<file path="src/rtl/vga_dac_pkg.sv">
// Shared definitions for the VGA DAC register front end: register
// selects, FSM encoding and the palette entry layout.
package vga_dac_pkg;

    // Register select values on the 2-bit bus address
    localparam logic [1:0] DAC_MASK = 2'd0;   // 0x3C6 PEL mask
    localparam logic [1:0] DAC_RIDX = 2'd1;   // 0x3C7 read index / DAC state
    localparam logic [1:0] DAC_WIDX = 2'd2;   // 0x3C8 write index
    localparam logic [1:0] DAC_DATA = 2'd3;   // 0x3C9 data

    // Each palette entry is an R, G, B triple
    localparam int         RGB_COMPONENTS = 3;
    localparam logic [1:0] LAST_COMP      = 2'(RGB_COMPONENTS - 1);

    typedef enum logic [1:0] {
        ST_IDLE = 2'd0,
        ST_EXEC = 2'd1,
        ST_WAIT = 2'd2,
        ST_DONE = 2'd3
    } dac_state_t;

endpackage

</file>
<file path="src/rtl/vga_dac_port_if.sv">
// Host register bus between the system bus bridge and the DAC port.
// req is held by the master until ack pulses for one cycle.
interface vga_dac_port_if;
    logic       req;
    logic       we;
    logic [1:0] addr;
    logic [7:0] wdata;
    logic [7:0] rdata;
    logic       ack;

    modport master (output req, output we, output addr, output wdata,
                    input  rdata, input ack);
    modport slave  (input  req, input we, input addr, input wdata,
                    output rdata, output ack);
endinterface

</file>
<file path="src/rtl/dac_index_tracker.sv">
// Shadow copy of the palette write index: counts R/G/B components of
// 0x3C9 writes and advances the entry index after every blue component.
module dac_index_tracker
    import vga_dac_pkg::*;
(
    input  logic       clock_i,
    input  logic       reset_ni,
    input  logic       load,
    input  logic [7:0] load_index,
    input  logic       advance,
    output logic [7:0] windex
);

    logic [7:0] index_reg;
    logic [1:0] comp_reg;

    // Index/component counter; an index load restarts at the red component
    always_ff @(posedge clock_i or negedge reset_ni) begin
        if (!reset_ni) begin
            index_reg <= 8'd0;
            comp_reg  <= 2'd0;
        end else if (load) begin
            index_reg <= load_index;
            comp_reg  <= 2'd0;
        end else if (advance) begin
            if (comp_reg == LAST_COMP) begin
                comp_reg  <= 2'd0;
                index_reg <= index_reg + 8'd1;
            end else begin
                comp_reg  <= comp_reg + 2'd1;
            end
        end
    end

    assign windex = index_reg;

endmodule

</file>
<file path="src/rtl/vga_dac_port.sv">
// VGA DAC register front end: decodes 0x3C6..0x3C9 accesses from the
// req/ack bus into palette strobes, paces 0x3C9 reads against the
// palette read latency and shadows the write index for 0x3C8 reads.
module vga_dac_port
    import vga_dac_pkg::*;
#(
    parameter int         RD_LATENCY    = 3,
    parameter logic [7:0] PEL_MASK_INIT = 8'hFF
) (
    input  logic               clock_i,
    input  logic               reset_ni,
    vga_dac_port_if.slave      bus,
    output logic               pal_read_o,
    output logic               pal_write_o,
    output logic               pal_rd_addr_set_o,
    output logic               pal_wr_addr_set_o,
    output logic [7:0]         pal_raddr_o,
    output logic [7:0]         pal_waddr_o,
    output logic [7:0]         pal_data_o,
    input  logic [7:0]         pal_data_i,
    input  logic [1:0]         pal_readmode_i,
    output logic [7:0]         pel_mask_o
);

    localparam logic [3:0] SETTLE_LOAD = 4'(RD_LATENCY);

    dac_state_t state_reg, state_next;
    logic       we_reg, we_next;
    logic [1:0] addr_reg, addr_next;
    logic [7:0] wdata_reg, wdata_next;
    logic [3:0] settle_reg, settle_next;
    logic       ack_reg, ack_next;
    logic [7:0] rdata_reg, rdata_next;
    logic       read_reg, read_next;
    logic       write_reg, write_next;
    logic       rd_set_reg, rd_set_next;
    logic       wr_set_reg, wr_set_next;
    logic [7:0] raddr_reg, raddr_next;
    logic [7:0] waddr_reg, waddr_next;
    logic [7:0] pdata_reg, pdata_next;
    logic [7:0] mask_reg, mask_next;
    logic       idx_load;
    logic       idx_advance;
    logic [7:0] windex;

    dac_index_tracker u_index (
        .clock_i    (clock_i),
        .reset_ni   (reset_ni),
        .load       (idx_load),
        .load_index (wdata_reg),
        .advance    (idx_advance),
        .windex     (windex)
    );

    // Next-state and next-output decode; all outputs leave through registers
    always_comb begin
        state_next  = state_reg;
        we_next     = we_reg;
        addr_next   = addr_reg;
        wdata_next  = wdata_reg;
        settle_next = (settle_reg != 4'd0) ? settle_reg - 4'd1 : 4'd0;
        ack_next    = 1'b0;
        rdata_next  = rdata_reg;
        read_next   = 1'b0;
        write_next  = 1'b0;
        rd_set_next = 1'b0;
        wr_set_next = 1'b0;
        raddr_next  = raddr_reg;
        waddr_next  = waddr_reg;
        pdata_next  = pdata_reg;
        mask_next   = mask_reg;
        idx_load    = 1'b0;
        idx_advance = 1'b0;

        case (state_reg)
            ST_IDLE: begin
                if (bus.req) begin
                    we_next    = bus.we;
                    addr_next  = bus.addr;
                    wdata_next = bus.wdata;
                    state_next = ST_EXEC;
                end
            end
            ST_EXEC: begin
                if (!we_reg && addr_reg == DAC_DATA) begin
                    // Data reads must wait for the palette pipeline to settle
                    state_next = ST_WAIT;
                end else begin
                    ack_next   = 1'b1;
                    state_next = ST_DONE;
                    if (we_reg) begin
                        case (addr_reg)
                            DAC_MASK: mask_next = wdata_reg;
                            DAC_RIDX: begin
                                raddr_next  = wdata_reg;
                                rd_set_next = 1'b1;
                                settle_next = SETTLE_LOAD;
                            end
                            DAC_WIDX: begin
                                waddr_next  = wdata_reg;
                                wr_set_next = 1'b1;
                                idx_load    = 1'b1;
                            end
                            default: begin
                                pdata_next  = wdata_reg;
                                write_next  = 1'b1;
                                idx_advance = 1'b1;
                            end
                        endcase
                    end else begin
                        case (addr_reg)
                            DAC_MASK: rdata_next = mask_reg;
                            DAC_RIDX: rdata_next = {6'b0, pal_readmode_i};
                            default:  rdata_next = windex;
                        endcase
                    end
                end
            end
            ST_WAIT: begin
                if (settle_reg == 4'd0) begin
                    rdata_next  = pal_data_i;
                    ack_next    = 1'b1;
                    read_next   = 1'b1;
                    settle_next = SETTLE_LOAD;
                    state_next  = ST_DONE;
                end
            end
            ST_DONE: begin
                // A request still held high must not execute twice
                if (!bus.req) begin
                    state_next = ST_IDLE;
                end
            end
            default: state_next = ST_IDLE;
        endcase
    end

    // State and output registers; reset aborts any access without an ack
    always_ff @(posedge clock_i or negedge reset_ni) begin
        if (!reset_ni) begin
            state_reg  <= ST_IDLE;
            we_reg     <= 1'b0;
            addr_reg   <= 2'd0;
            wdata_reg  <= 8'd0;
            settle_reg <= 4'd0;
            ack_reg    <= 1'b0;
            rdata_reg  <= 8'd0;
            read_reg   <= 1'b0;
            write_reg  <= 1'b0;
            rd_set_reg <= 1'b0;
            wr_set_reg <= 1'b0;
            raddr_reg  <= 8'd0;
            waddr_reg  <= 8'd0;
            pdata_reg  <= 8'd0;
            mask_reg   <= PEL_MASK_INIT;
        end else begin
            state_reg  <= state_next;
            we_reg     <= we_next;
            addr_reg   <= addr_next;
            wdata_reg  <= wdata_next;
            settle_reg <= settle_next;
            ack_reg    <= ack_next;
            rdata_reg  <= rdata_next;
            read_reg   <= read_next;
            write_reg  <= write_next;
            rd_set_reg <= rd_set_next;
            wr_set_reg <= wr_set_next;
            raddr_reg  <= raddr_next;
            waddr_reg  <= waddr_next;
            pdata_reg  <= pdata_next;
            mask_reg   <= mask_next;
        end
    end

    assign bus.ack           = ack_reg;
    assign bus.rdata         = rdata_reg;
    assign pal_read_o        = read_reg;
    assign pal_write_o       = write_reg;
    assign pal_rd_addr_set_o = rd_set_reg;
    assign pal_wr_addr_set_o = wr_set_reg;
    assign pal_raddr_o       = raddr_reg;
    assign pal_waddr_o       = waddr_reg;
    assign pal_data_o        = pdata_reg;
    assign pel_mask_o        = mask_reg;

endmodule
</file>
<file path="src/flat_wrapper.sv">
// flat-port wrapper written by rule: the top's interface ports become plain ports
module vga_dac_port_flat import vga_dac_pkg::*;
#(
    parameter int         RD_LATENCY    = 3,
    parameter logic [7:0] PEL_MASK_INIT = 8'hFF
)
  (clock_i, reset_ni, pal_read_o, pal_write_o, pal_rd_addr_set_o, pal_wr_addr_set_o, pal_raddr_o, pal_waddr_o, pal_data_o, pal_data_i, pal_readmode_i, pel_mask_o, bus_req, bus_we, bus_addr, bus_wdata, bus_rdata, bus_ack);
  vga_dac_port_if bus_i ();
  input  logic clock_i;
  input  logic reset_ni;
  output logic pal_read_o;
  output logic pal_write_o;
  output logic pal_rd_addr_set_o;
  output logic pal_wr_addr_set_o;
  output logic [7:0] pal_raddr_o;
  output logic [7:0] pal_waddr_o;
  output logic [7:0] pal_data_o;
  input  logic [7:0] pal_data_i;
  input  logic [1:0] pal_readmode_i;
  output logic [7:0] pel_mask_o;
  input wire logic [$bits(bus_i.req)-1:0] bus_req;
  input wire logic [$bits(bus_i.we)-1:0] bus_we;
  input wire logic [$bits(bus_i.addr)-1:0] bus_addr;
  input wire logic [$bits(bus_i.wdata)-1:0] bus_wdata;
  output wire logic [$bits(bus_i.rdata)-1:0] bus_rdata;
  output wire logic [$bits(bus_i.ack)-1:0] bus_ack;
  assign bus_i.req = bus_req;
  assign bus_i.we = bus_we;
  assign bus_i.addr = bus_addr;
  assign bus_i.wdata = bus_wdata;
  assign bus_rdata = bus_i.rdata;
  assign bus_ack = bus_i.ack;
  vga_dac_port #(.RD_LATENCY(RD_LATENCY), .PEL_MASK_INIT(PEL_MASK_INIT)) u_core (.clock_i(clock_i), .reset_ni(reset_ni), .bus(bus_i), .pal_read_o(pal_read_o), .pal_write_o(pal_write_o), .pal_rd_addr_set_o(pal_rd_addr_set_o), .pal_wr_addr_set_o(pal_wr_addr_set_o), .pal_raddr_o(pal_raddr_o), .pal_waddr_o(pal_waddr_o), .pal_data_o(pal_data_o), .pal_data_i(pal_data_i), .pal_readmode_i(pal_readmode_i), .pel_mask_o(pel_mask_o));
endmodule
</file>
<file path="config.mk">
export PLATFORM = sky130hd
export DESIGN_NAME = vga_dac_port_flat
export DESIGN_NICKNAME = d
export VERILOG_FILES = /design/src/rtl/vga_dac_pkg.sv /design/src/rtl/vga_dac_port_if.sv /design/src/rtl/dac_index_tracker.sv /design/src/rtl/vga_dac_port.sv /design/src/flat_wrapper.sv
export SDC_FILE = /design/constraint.sdc
export NUM_CORES = 1
export LEC_CHECK = 0
export CAP_MARGIN = 20
export CORE_ASPECT_RATIO = 1.25
export CORE_UTILIZATION = 50
export DETAILED_ROUTE_END_ITERATION = 16
export GPL_ROUTABILITY_DRIVEN = 0
export PLACE_DENSITY = 0.81
export SYNTH_ARGS = -nofsm -noshare
export SYNTH_HDL_FRONTEND = slang
export SYNTH_SLANG_ARGS = --single-unit
</file>
<file path="constraint.sdc">
create_clock -name clock_i -period 2.1 [get_ports clock_i]
set_input_delay 0.42 -clock clock_i [delete_from_list [all_inputs] [get_ports clock_i]]
set_output_delay 0.42 -clock clock_i [all_outputs]
set_load 0.05 [all_outputs]
</file>
==> flow_summary.toml, run 1 <==
[sta]
timing.max_slew.rel_slack_pct = 61.4
fin_crit_sh_pct = 94.4
hold_viol_final = 0
setup_viol = 0
grt_setup_unrepaired = "no"
clock.fmax_mhz = 505
tightestPinTransition_ps = 578
layout_min_cycle_time_ps = 1980
slew_viol_final = 0
fin_skew_ps = 8.95
finalSetupTns_ps = 0

[final_layout]
fin_nets = 420
diodes = 0
drive_above_1_share_pct = 19.1
syn_to_final_growth_pct = 29.7
fin_util_pct = 68.5

[synthesis]
ys_ff_latch = 72
synthTopCellsByCount = "85 x nand2_1, 64 x dfrtp_1, 21 x mux2_2"
yosysSeqAreaShare_pct = 54.6
synth_compound_area_share_pct = 14.5
synthCells = 313
synthAdderAreaFrac_pct = 3.01
yosys.area_share.simple_pct = 16.4
async_flop_share_pct = 100
synth.most_common_cell = "nand2_1"
synth.cell_area_mm2 = 0.00332
synth_top_area_share_pct = 48.2
yosysWarnings = 0
synth_xor_area_share_pct = 0.264
synth.distinct_cells = 47
synth-edff-count = 0
netlist_top_cells_area = "dfrtp_1 48%, nand2_1 9.6%, mux2_2 7.1%, dfstp_2 6.3%, ha_1 3.0%"
synth_largest_area_cell = "dfrtp_1"
synth_fp_nets = 345
avgSynthCellArea_um2 = 10.6
synth_top_family_by_area = "simple AND/OR/NAND/NOR gates"
muxShareOfSynthArea_pct = 7.72
synthFlopType = "dfrtp_1"

[critical_path]
crit_type = "register to primary output"
crit_required_ps = 1680
path_max_fanout = 3
arrival_ps = 1560
start_kind = "register"
max_stage_delay_ps = 810
worstPathCellList = "clkdlybuf4s50_1"
cp-end-kind = "primary output"
critPathTopFamily = "buffers and inverters"
critPathSlowestCell = "clkdlybuf4s50_1"
path_buf_inv = 1

[drt]
dr_wl_met2_um = 3940
route.vias.total = 2644
drt_wl_total_um = 7830
wl_met1_um = 3370
top_layer = "met4"
route.met3.wl_um = 352
routed_via_density = 5.53
first_iter_violations = 225
wl_per_cell_um = 16.4
drt_first_pass_iters = 4
ant_nets = 0
drc = 0

[power_and_ir_drop]
p_leak_nw = 1.96
powerDensity_mw_per_mm2 = 1930
vdd_drop_max_mv = 0.952
p_total_w = 0.00832

[die]
die_w_um = 74.9
core_mm2 = 0.00629
die_area_mm2 = 0.00697
num_rows = 32
initial_core_util_pct = 52.8
io_pins = 69
die_h_um = 93.1

[clocking]
clk_latency_ps = 360
cts_sinks = 72
htreeDepth = 3
hold_buffers = 0
cts.clk_slew.worst_paths_ps = 80
max-clock-path-buffers = 2
postCtsResizedCells = 0
cts-root-buf = "clkbuf_8"
numCtsBuffers = 9
cts_tree = "done"
postCtsSetupBuffers = 0

[outcome]
status = "complete, no violations"

[global_route]
grt.overflow.total = 0
grt_antenna_before_repair = 0
grt_pass1_vias = 2628
grt_max_degree = 73
grt_pass1_wl_um = 12700
grt.total_usage_pct = 24.6

[placed_design]
dp_hpwl_um = 5410
port_buffers = 68

[flow_run]
drv_cap = 0

[worst_hold_path]
hold_path.class = "primary input to asynchronous set/reset pin"
-- where the power goes --
group / internal (W) / switching (W) / total (W)
Clock: 0.000680 / 0.000567 / 0.00125
Sequential: 0.00207 / 0.000689 / 0.00276
Combinational: 0.00165 / 0.00266 / 0.00431
-- per-stage QoR --
stage          setup slack (ps)  instance area, µm²  hold WS [ps]  std cells
2_1_floorplan               344                3320           124        313
3_3_place_gp                288                4080           463        462
3_5_place_dp                208                4080           463        462
4_1_cts                     108                4310          87.7        478
5_1_grt                    66.4                4310           110        478
6_report                    118                4310          68.3        478
-- placed cells by master, fill, tap and decap left out, drive strengths merged, types with 3 or more instances in the layout --
cell type and n:
o21ai 10, a221oi 7, nand2b 4, mux2 21
dfstp 8, ha 8, nand2 85, a22oi 6
nand3 4, inv 12, clkdlybuf4s50 59, clkbuf 9
nor2 10, o2bb2ai 4, nor3 3, buf 18
dfrtp 64, a21oi 16, o22ai 11
-- kinds of logic after synthesis --
kind of cell	after synthesis
compound gates	66
xor+xnor	1
fa+ha+maj	8
buf+inv	23
flops	72
mux	23
simple gates	120
-- final timing paths --
check,start,end,slack [ps],depth (start not counted)
worst max register to register,u_core.settle_reg[0],u_core.bus.rdata[3],190,6
max in group asynchronous,reset_ni,u_core.pel_mask_o[2],1690,2
worst min-delay path,reset_ni,u_core.pal_rd_addr_set_o,70,2
worst max-delay path,u_core.bus.rdata[6],bus_rdata[6],120,1
worst min register to register,u_core.pal_data_o[6],u_core.pal_data_o[6],490,2
min in group clock_i,u_core.pal_data_o[6],u_core.pal_data_o[6],490,2
-- layout make-up --
cell class / count / area, µm²
clock buffers: 9 / 124
clock inverters: 7 / 101
fillers: 503 / 1980
inverters: 10 / 37.5
multi-input cells: 218 / 1390
flip-flops and latches: 72 / 1810
well taps: 85 / 106
repair buffers: 77 / 736
-- routing by layer --
| metal | vias to the layer above | track usage [%] |
|---|---|---|
| met2 | 75 | 39.1 |
| met3 | 13 | 3.34 |
| li1 | 1254 | - |
| met4 | 0 | 13.1 |
| met1 | 1302 | 32.3 |
| met5 | - | 0 |
No activity file was read; power rests on OpenSTA's default activity.
==> run 2: changes to the inputs <==
Settings changed: DONT_BUFFER_PORTS from default to 1, PLACE_DENSITY 0.81 to 0.68.
==> run 2 against run 1 <==
Register-to-register slack barely moved. Hold slack improved by 150 ps. Utilization fell by 9.8 points. Highest routed layer unchanged. Via count fell by 11%. Non-clock buffer count fell by 64. Final area fell by 14%. First-iteration DRC count fell by 38%. Critical endpoint is now u_core.bus.rdata[3].
==> flow_summary.toml, run 2 (synthesized netlist as in run 1, its figures left out) <==
[clocking]
cts.clk_slew.worst_paths_ps = 80
max-clock-path-buffers = 2
cts-root-buf = "clkbuf_8"
clk_latency_ps = 350
cts_tree = "done"
htreeDepth = 3
numCtsBuffers = 9
cts_sinks = 72
postCtsSetupBuffers = 0

[critical_path]
start_kind = "register"
crit_type = "register to register"
arrival_ps = 2130
rr_worst_depth = 6
critPathSlowestCell = "or3b_4"
cp-end-kind = "register"
rrSetupSlack_ps = 200
r2r_start = "u_core.settle_reg[0]"
path_max_fanout = 8
crit_required_ps = 2320
crit_start = "u_core.settle_reg[0]"
path_buf_inv = 1
max_stage_delay_ps = 440
critPathTopFamily = "compound AO/OA/AOI/OAI gates"
worstPathCellList = "inv_1 > ha_1 > or3b_4 > a211o_4 > o22ai_1 > a221oi_1"
critPathCapture = "u_core.bus.rdata[3]"
r2r-end = "u_core.bus.rdata[3]"
path_depth = 6

[final_layout]
final_cell_mix = "85 x nand2_1, 64 x dfrtp_1, 21 x mux2_2"
syn_to_final_growth_pct = 11.2
fin_nets = 356
final_common_cell = "nand2_1"
diodes = 0
drive_above_1_share_pct = 21.0

[global_route]
grt.total_usage_pct = 23.0
grt_pass1_wl_um = 11700
grt_antenna_before_repair = 0
grt_max_degree = 73
grt.overflow.total = 0
grt_pass1_vias = 2368

[outcome]
status = "complete, no violations"

[die]
die_h_um = 93.1
num_rows = 32
initial_core_util_pct = 52.8
die_area_mm2 = 0.00697
core_mm2 = 0.00629
die_w_um = 74.9
io_pins = 69

[sta]
timing.max_slew.rel_slack_pct = 66.2
fin_skew_ps = 8.85
finalSetupTns_ps = 0
slew_viol_final = 0
clock.fmax_mhz = 525
layout_min_cycle_time_ps = 1900
fin_crit_sh_pct = 90.7
hold_viol_final = 0
grt_setup_unrepaired = "no"
tightestPinTransition_ps = 507
setup_viol = 0

[drt]
drt_first_pass_iters = 4
drc = 0
ant_nets = 0
route.vias.total = 2365
wl_per_cell_um = 17.7
routed_via_density = 5.71
drt_wl_total_um = 7310
first_iter_violations = 140

[placed_design]
port_buffers = 0
dp_hpwl_um = 5010

[worst_hold_path]
hold_path.class = "primary input to register"
hp-start = "bus_wdata[4]"

[flow_run]
drv_cap = 0
run 2: layout make-up:
class                   instances  area, µm²
inverters                      10       37.5
fillers                       550       2590
clock inverters                 7       95.1
flip-flops and latches         72       1810
clock buffers                   9        124
well taps                      85        106
multi-input cells             218       1400
repair buffers                 13        120
run 2: repair_timing:
| item | CTS | global route |
|---|---|---|
| setup endpoints to repair | 0 | 2 |
| hold buffers | 2 | 0 |
| hold endpoints to repair | 72 | 0 |
| resized for setup | 0 | 1 |
run 2: worst min-delay path by stage:
stage | depth (start not counted) | to
after floorplan | 0 | u_core.addr_reg[0]
after global placement | 0 | u_core.pal_rd_addr_set_o
after detailed placement | 0 | u_core.pal_rd_addr_set_o
after CTS | 1 | u_core.wdata_reg[4]
after global routing | 1 | u_core.addr_reg[1]
final | 1 | u_core.wdata_reg[4]
run 2: worst register-to-register path, cell delays in order, from the launching register on:
cell and delay, ps:
dfrtp_1 430, inv_1 100, ha_1 180, or3b_4 440, a211o_4 380, o22ai_1 160, a221oi_1 110
run 2: stage by stage:
stage | util [%] | hold slack [ps] | cell area [µm²] | worst slack, ps | std cells
floorplan | - | 124 | 3320 | 344 | 313
global placement | 54.6 | 126 | 3430 | 246 | 396
detailed placement | 54.6 | 127 | 3430 | 205 | 396
CTS | 58.6 | 205 | 3690 | 176 | 414
global route | 58.8 | 195 | 3690 | 83.0 | 414
finish | 58.8 | 219 | 3690 | 196 | 414
run 2: layer usage:
metal	global-route usage [%]	up-vias	share of wire (%)
met3	6.36	6	6.0
met4	9.28	0	1.2
met5	0	-	0
met1	30.1	1164	45
li1	-	1123	-
met2	35.8	72	48
Power of run 2 is left out: the tool's default activity adds up to more than one toggle a clock period on the data nets, which glitch-free logic cannot reach.
==> RTL change 1: new RTL, config.mk and constraints of run 2 <==
Reset style: synchronous (`reset_ni`), changed in 2 clocked blocks.
--- a/src/rtl/dac_index_tracker.sv
+++ b/src/rtl/dac_index_tracker.sv
@@ -16,5 +16,5 @@
 
     // Index/component counter; an index load restarts at the red component
-    always_ff @(posedge clock_i or negedge reset_ni) begin
+    always_ff @(posedge clock_i) begin
         if (!reset_ni) begin
             index_reg <= 8'd0;
--- a/src/rtl/vga_dac_port.sv
+++ b/src/rtl/vga_dac_port.sv
@@ -137,5 +137,5 @@
 
     // State and output registers; reset aborts any access without an ack
-    always_ff @(posedge clock_i or negedge reset_ni) begin
+    always_ff @(posedge clock_i) begin
         if (!reset_ni) begin
             state_reg  <= ST_IDLE;
Check against the original RTL: differs if reset_ni is asserted again (counterexample within 4 cycles, from zero or initial values and one cycle with reset_ni low); with reset_ni held inactive, the same outputs for 10 cycles.
==> RTL change 1 against run 2 <==
  * Die area is 7.6% lower
  * Critical path depth stayed put
  * Area after synthesis is 7.8% lower
  * Routed wire length is 0.60% lower
  * Sequential cell count stayed put
  * Worst setup slack better by 0.097 ns
  * Sequential share of layout area is 5.9 points lower
  * Final area is 9.5% lower
==> RTL change 1: results (changes against run 2) <==
- Cells after DPL: 454 (was 396)
- GR met3 Demand/Resource: 6.088% (was 6.358%)
- Slowest stage delay, CP: 0.52 ns (was 0.44 ns)
- Clock Root Buffer: clkbuf_8 (unchanged)
- Worst r2r dst: u_core.state_reg[0]$_SDFFE_PN0P_ (was u_core.bus.rdata[3]$_DFFE_PN0P_)
- Post-synth top cells: nand2_1 (112), dfxtp_1 (72), a21oi_1 (59) (was nand2_1 (85), dfrtp_1 (64), mux2_2 (21))
- Min-delay src: reset_ni (was bus_wdata[4])
- Vias in the first global route: 2355 (was 2368)
- Status: complete, no violations (unchanged)
- Hold depth: 1 (unchanged)
- # fillers: 557 (was 550)
- Post-Syn Area per Cell: 8.039 µm² (was 10.61 µm²)
- Area contributors post-synth: dfxtp_1 (47%), nand2_1 (14%), a21oi_1 (9.6%) (was dfrtp_1 (48%), nand2_1 (9.6%), mux2_2 (7.1%))
- First-pass GRT wire length: 11.54 mm (was 11.74 mm)
- Primary FF master, synth: dfxtp_1 (was dfrtp_1)
- H-tree Lvls: 3 (unchanged)
- Hold EP: u_core.pel_mask_o[6]$_SDFFE_PN1P_ (was u_core.wdata_reg[4]$_DFFE_PN0P_)
- Total wire length: 7.265 mm (was 7.309 mm)
- Share of cells above drive strength 1: 10.05% (was 20.97%)
- N_diodes: 0 (unchanged)
- Worst r2r src: u_core.settle_reg[0]$_SDFF_PN0_ (was u_core.settle_reg[0]$_DFF_PN0_)
- Met2 GRT Util: 40.99% (was 35.81%)
- Max FO, Critical Path: 4 (was 8)
- Syn nets: 412 (was 345)
- Total number of vias: 2529 (was 2365)
- Clk_lat worst skew: 0.34 ns
- Nets: 414 (was 356)
- Seq/Total Area, Yosys: 47.06% (was 54.56%)
- Cell variety after synth: 43 (was 47)
- Overall Global Routing Usage: 23.94% (was 23.01%)
- Starting DRT DRC Count: 150 (was 140)
- Top-area cell type share of the netlist area: 47.06% (was 48.23%)
- Data arrival time of the worst path: 2.06 ns (was 2.13 ns)
- Hold WC Path Type: in -> reg (unchanged)
- Pre-Repair DR Iteration Count: 4 (unchanged)
- Largest net degree at the start of global routing: 50 (was 73)
- Async set-or-reset flop fraction in the synthesized netlist: 0% (was 100.0%)
- Final hold slack: 0.1560 ns (was 0.2186 ns)
- GR met1 Demand/Resource: 29.44% (was 30.06%)
- Leak: 1.246 nW
- Wire per inst: 15.46 µm (was 17.65 µm)
- Final Skew: 0.01158 ns (was 0.008850 ns)
- Slack of the worst reg-to-reg path: 0.29 ns (was 0.20 ns)
- Post-DP HPWL: 5.127 mm (was 5.010 mm)
- CP max-delay cell: or3b_2 (was or3b_4)
- Slew HR: 64.14% (was 66.20%)
RTL change 1: cell count changes after synthesis, moves of 5 or more:
cell      change
a21oi_1      +46
a221oi_1      -6
and2_1        +5
clkbuf_1     +19
dfrtp_1      -64
dfstp_2       -8
dfxtp_1      +72
mux2_2       -20
nand2_1      +27
nand3_1      +10
or3b_2        +7
RTL change 1: through the flow:
| step | utilization (%) | setup WS, ns | instance area, µm² | power, mW |
|---|---|---|---|---|
| after detailed placement | 54.37 | 0.2942 | 3184 | 2.832 |
| after CTS | 57.06 | 0.2759 | 3342 | 3.745 |
| final | 57.06 | 0.2934 | 3342 | 3.714 |
| after floorplan | - | 0.4130 | 3063 | 2.608 |
| after global routing | 57.06 | 0.1712 | 3342 | 3.937 |
| after global placement | 54.37 | 0.3614 | 3184 | 2.806 |
RTL change 1: layer usage:
layer	up-vias	wire length (µm)
li1	1301	-
met1	1167	3229
met2	53	3512
met3	8	425
met4	0	97
met5	-	0
RTL change 1: worst max path at each step:
stage	from	endpoint	cells after the start
floorplan	u_core.settle_reg[0]$_SDFF_PN0_	u_core.state_reg[0]$_SDFFE_PN0P_	6
CTS	u_core.settle_reg[0]$_SDFF_PN0_	u_core.state_reg[0]$_SDFFE_PN0P_	6
global placement	u_core.settle_reg[0]$_SDFF_PN0_	u_core.state_reg[0]$_SDFFE_PN0P_	6
global route	u_core.settle_reg[0]$_SDFF_PN0_	u_core.bus.rdata[2]$_SDFFE_PN0P_	6
detailed placement	u_core.settle_reg[0]$_SDFF_PN0_	u_core.state_reg[0]$_SDFFE_PN0P_	6
finish	u_core.settle_reg[0]$_SDFF_PN0_	u_core.state_reg[0]$_SDFFE_PN0P_	6
RTL change 1: area by class of cell:
cell class | instances | share of cell area [%]
clock buffers | 13 | 4.156
clock inverters | 3 | 0.5616
inverters | 8 | 0.8985
multi-input cells | 276 | 44.59
flip-flops and latches | 72 | 43.13
well taps | 82 | 3.070
repair buffers | 16 | 3.594
RTL change 1: cells by family (layout without fill, tap and decap cells):
group | count (synthesis) | after routing | synth area share, %
buffers and inverters | 33 | 40 | 4.289
AOI/OAI and AO/OA | 94 | 94 | 18.30
adders and majority gates | 7 | 7 | 2.859
muxes | 3 | 3 | 1.021
and+or+nand+nor | 169 | 169 | 25.61
DFF | 72 | 72 | 47.06
xor gates and xnor gates | 3 | 3 | 0.8580
RTL change 1: power breakdown:
group	switching (mW)	total, mW	internal, mW
logic	0.553	0.951	0.398
clock network	0.482	0.911	0.429
registers	0.340	1.85	1.51
total	1.38	3.71	2.34
==> RTL change 2: new RTL, settings of run 2 <==
Made on the original files. Add an input register stage for `pal_readmode_i`, without a reset; this delays it by one clock. The other inputs are not delayed to match.
--- a/src/rtl/vga_dac_port.sv
+++ b/src/rtl/vga_dac_port.sv
@@ -24,4 +24,10 @@
 
     localparam logic [3:0] SETTLE_LOAD = 4'(RD_LATENCY);
+
+    logic [1:0] pal_readmode_q;
+
+    always_ff @(posedge clock_i) begin
+        pal_readmode_q <= pal_readmode_i;
+    end
 
     dac_state_t state_reg, state_next;
@@ -111,5 +117,5 @@
                         case (addr_reg)
                             DAC_MASK: rdata_next = mask_reg;
-                            DAC_RIDX: rdata_next = {6'b0, pal_readmode_i};
+                            DAC_RIDX: rdata_next = {6'b0, pal_readmode_q};
                             default:  rdata_next = windex;
                         endcase
Check against the original RTL: not equivalent (a bounded check fails within 4 cycles, from zero or initial values and one cycle with reset_ni low).
==> RTL change 2 against run 2 <==
  * Worst setup slack better by 0.016 ns
  * Routed wire length is 4.1% lower
  * Final area is 1.7% lower
  * Area after synthesis is 0.72% lower
  * Non-clock buffer count stayed put
  * Critical path type unchanged
  * Sequential cell count is 2 higher
==> RTL change 2: results (changes against run 2) <==
- Status: complete, no violations (unchanged)
- Slack of the worst reg-to-reg path: 0.21 ns (was 0.20 ns)
- Largest net degree at the start of global routing: 73 (unchanged)
- Cts repair resizes: 0 (unchanged)
- N_diodes: 0 (unchanged)
- Data arrival time of the worst path: around 2.1 ns
- Compound-Gate Fraction of Synth Area: 11.99% (was 14.54%)
- Vias per inst: 5.662 (was 5.713)
- Primary FF master, synth: dfrtp_1 (unchanged)
- Cells after DPL: 376 (was 396)
- Switching Share: about half
- First-pass GRT wire length: 11.15 mm (was 11.74 mm)
- Seq/Total Area, Yosys: 56.17% (was 54.56%)
- R2r worst-path depth: 6 (unchanged)
- Post-synth top cells: dfrtp_1 (64), nand2_1 (60), mux2_2 (32) (was nand2_1 (85), dfrtp_1 (64), mux2_2 (21))
- Starting DRT DRC Count: 103 (was 140)
- Leak: 1.686 nW
- Area contributors post-synth: dfrtp_1 (49%), mux2_2 (11%), nand2_1 (6.8%) (was dfrtp_1 (48%), nand2_1 (9.6%), mux2_2 (7.1%))
- Async set-or-reset flop fraction in the synthesized netlist: 97.30% (was 100.0%)
- Max FO, Critical Path: 7 (was 8)
- Yosys warnings: 0 (unchanged)
- Hold WC Path Type: in -> reg (unchanged)
- Final setup vio count: 0 (unchanged)
- Pre-Repair DR Iteration Count: 5 (was 4)
- Final std cells w/o fill: 394 (was 414)
- Setup crit start: u_core.settle_reg[0]$_DFF_PN0_ (unchanged)
- Worst-path clk slew: 0.08 ns (about the same)
- Critical path destination: u_core.bus.rdata[3]$_DFFE_PN0P_ (unchanged)
- Mux share of post-synthesis cell area: 11.39% (was 7.724%)
- Overall Global Routing Usage: 22.07% (was 23.01%)
- Syn nets: 327 (was 345)
- H-tree Lvls: 3 (unchanged)
- Post-synthesis xor/xnor area fraction: 0.2657% (was 0.2638%)
- Final Skew: 0.009129 ns (was 0.008850 ns)
- Longest Clk Path Bufs: 2 (unchanged)
- Post-Syn Area per Cell: 11.14 µm² (was 10.61 µm²)
- Nets: 335 (was 356)
- Clock Root Buffer: clkbuf_8 (unchanged)
- Post-DP HPWL: 4.759 mm (was 5.010 mm)
- Worst slew pin tran: 0.5143 ns (was 0.5069 ns)
- Cell variety after synth: 46 (was 47)
- Vias in the first global route: 2181 (was 2368)
- Num CTS Buffers: 9 (unchanged)
- Wire per inst: 17.79 µm (was 17.65 µm)
- Post-synthesis adder-cell area fraction: 2.657% (was 3.014%)
- Share of cells above drive strength 1: 24.60% (was 20.97%)
RTL change 2: cell count changes in the layout (fill, tap and decap cells not counted), moves of 3 or more:
cell,delta
a221o_1,+6
nand2_1,-25
o21ai_0,-3
o22ai_1,-4
a221oi_1,-6
mux2_2,+11
RTL change 2: final cells by class:
class / count / area, µm²
Clock buffer: 10 / 137.6
Timing Repair Buffer: 13 / 120.1
Fill cell: 564 / 2654
Sequential cell: 74 / 1852
Multi-Input combinational cell: 196 / 1314
Clock inverter: 6 / 65.06
Inverter: 10 / 37.54
Tap cell: 85 / 106.4
RTL change 2: critical path: stages, from the launching register on:
cell and delay (ns):
dfrtp_1 0.41, inv_1 0.09, ha_1 0.17, or3b_1 0.50
nand2_1 0.14, nand2_2 0.10, a221o_1 0.35
RTL change 2: power by group through the flow:
stage / registers, mW / clock network (mW) / logic [mW]
after floorplan: 3.63 / 0 / 1.59
after global placement: 3.94 / 0 / 1.73
after detailed placement: 3.96 / 0 / 1.78
after CTS: 3.93 / 1.15 / 1.83
after global routing: 4.02 / 1.22 / 2.03
final: 3.93 / 1.13 / 1.82
RTL change 2: how the worst min path moves through the flow:
stage | slack [ns] | end | depth (start not counted) | start
finish | 0.09 | u_core.pal_readmode_q[0]$_DFF_P_ | 0 | pal_readmode_i[0]
detailed placement | 0.13 | u_core.settle_reg[1]$_DFF_PN0_ | 0 | reset_ni
CTS | 0.08 | u_core.pal_readmode_q[1]$_DFF_P_ | 0 | pal_readmode_i[1]
global placement | 0.13 | u_core.settle_reg[3]$_DFF_PN0_ | 0 | reset_ni
global route | 0.08 | u_core.pal_readmode_q[1]$_DFF_P_ | 0 | pal_readmode_i[1]
floorplan | 0.12 | u_core.addr_reg[0]$_DFFE_PN0P_ | 0 | reset_ni
RTL change 2: metal layers:
metal  share of wire, %  wire length, µm  vias to the layer above  global-route usage [%]
li1                   -                -                     1050                       -
met4                3.3              231                        0                   11.32
met1                 44             3062                     1103                   28.54
met2                 47             3315                       63                   33.18
met3                5.7              401                       15                   6.420
met5                  0                0                        -                       0
RTL change 2: metrics by stage:
stage | power (mW) | utilization, % | instance area [µm²] | setup slack [ns] | hold WS [ns]
3_5_place_dp | 5.741 | 53.96 | 3392 | 0.1925 | 0.1264
2_1_floorplan | 5.223 | - | 3297 | 0.3149 | 0.1244
3_3_place_gp | 5.673 | 53.96 | 3392 | 0.2569 | 0.1261
5_1_grt | 7.272 | 57.78 | 3632 | 0.06710 | 0.07802
6_report | 6.874 | 57.78 | 3632 | 0.2123 | 0.09236
4_1_cts | 6.912 | 57.78 | 3632 | 0.1960 | 0.08290
RTL change 2: repair_timing:
| item | CTS | global route |
|---|---|---|
| setup endpoints to repair | 0 | 0 |
| endpoints found under the hold margin | 72 | 0 |
| hold buffers | 2 | 0 |
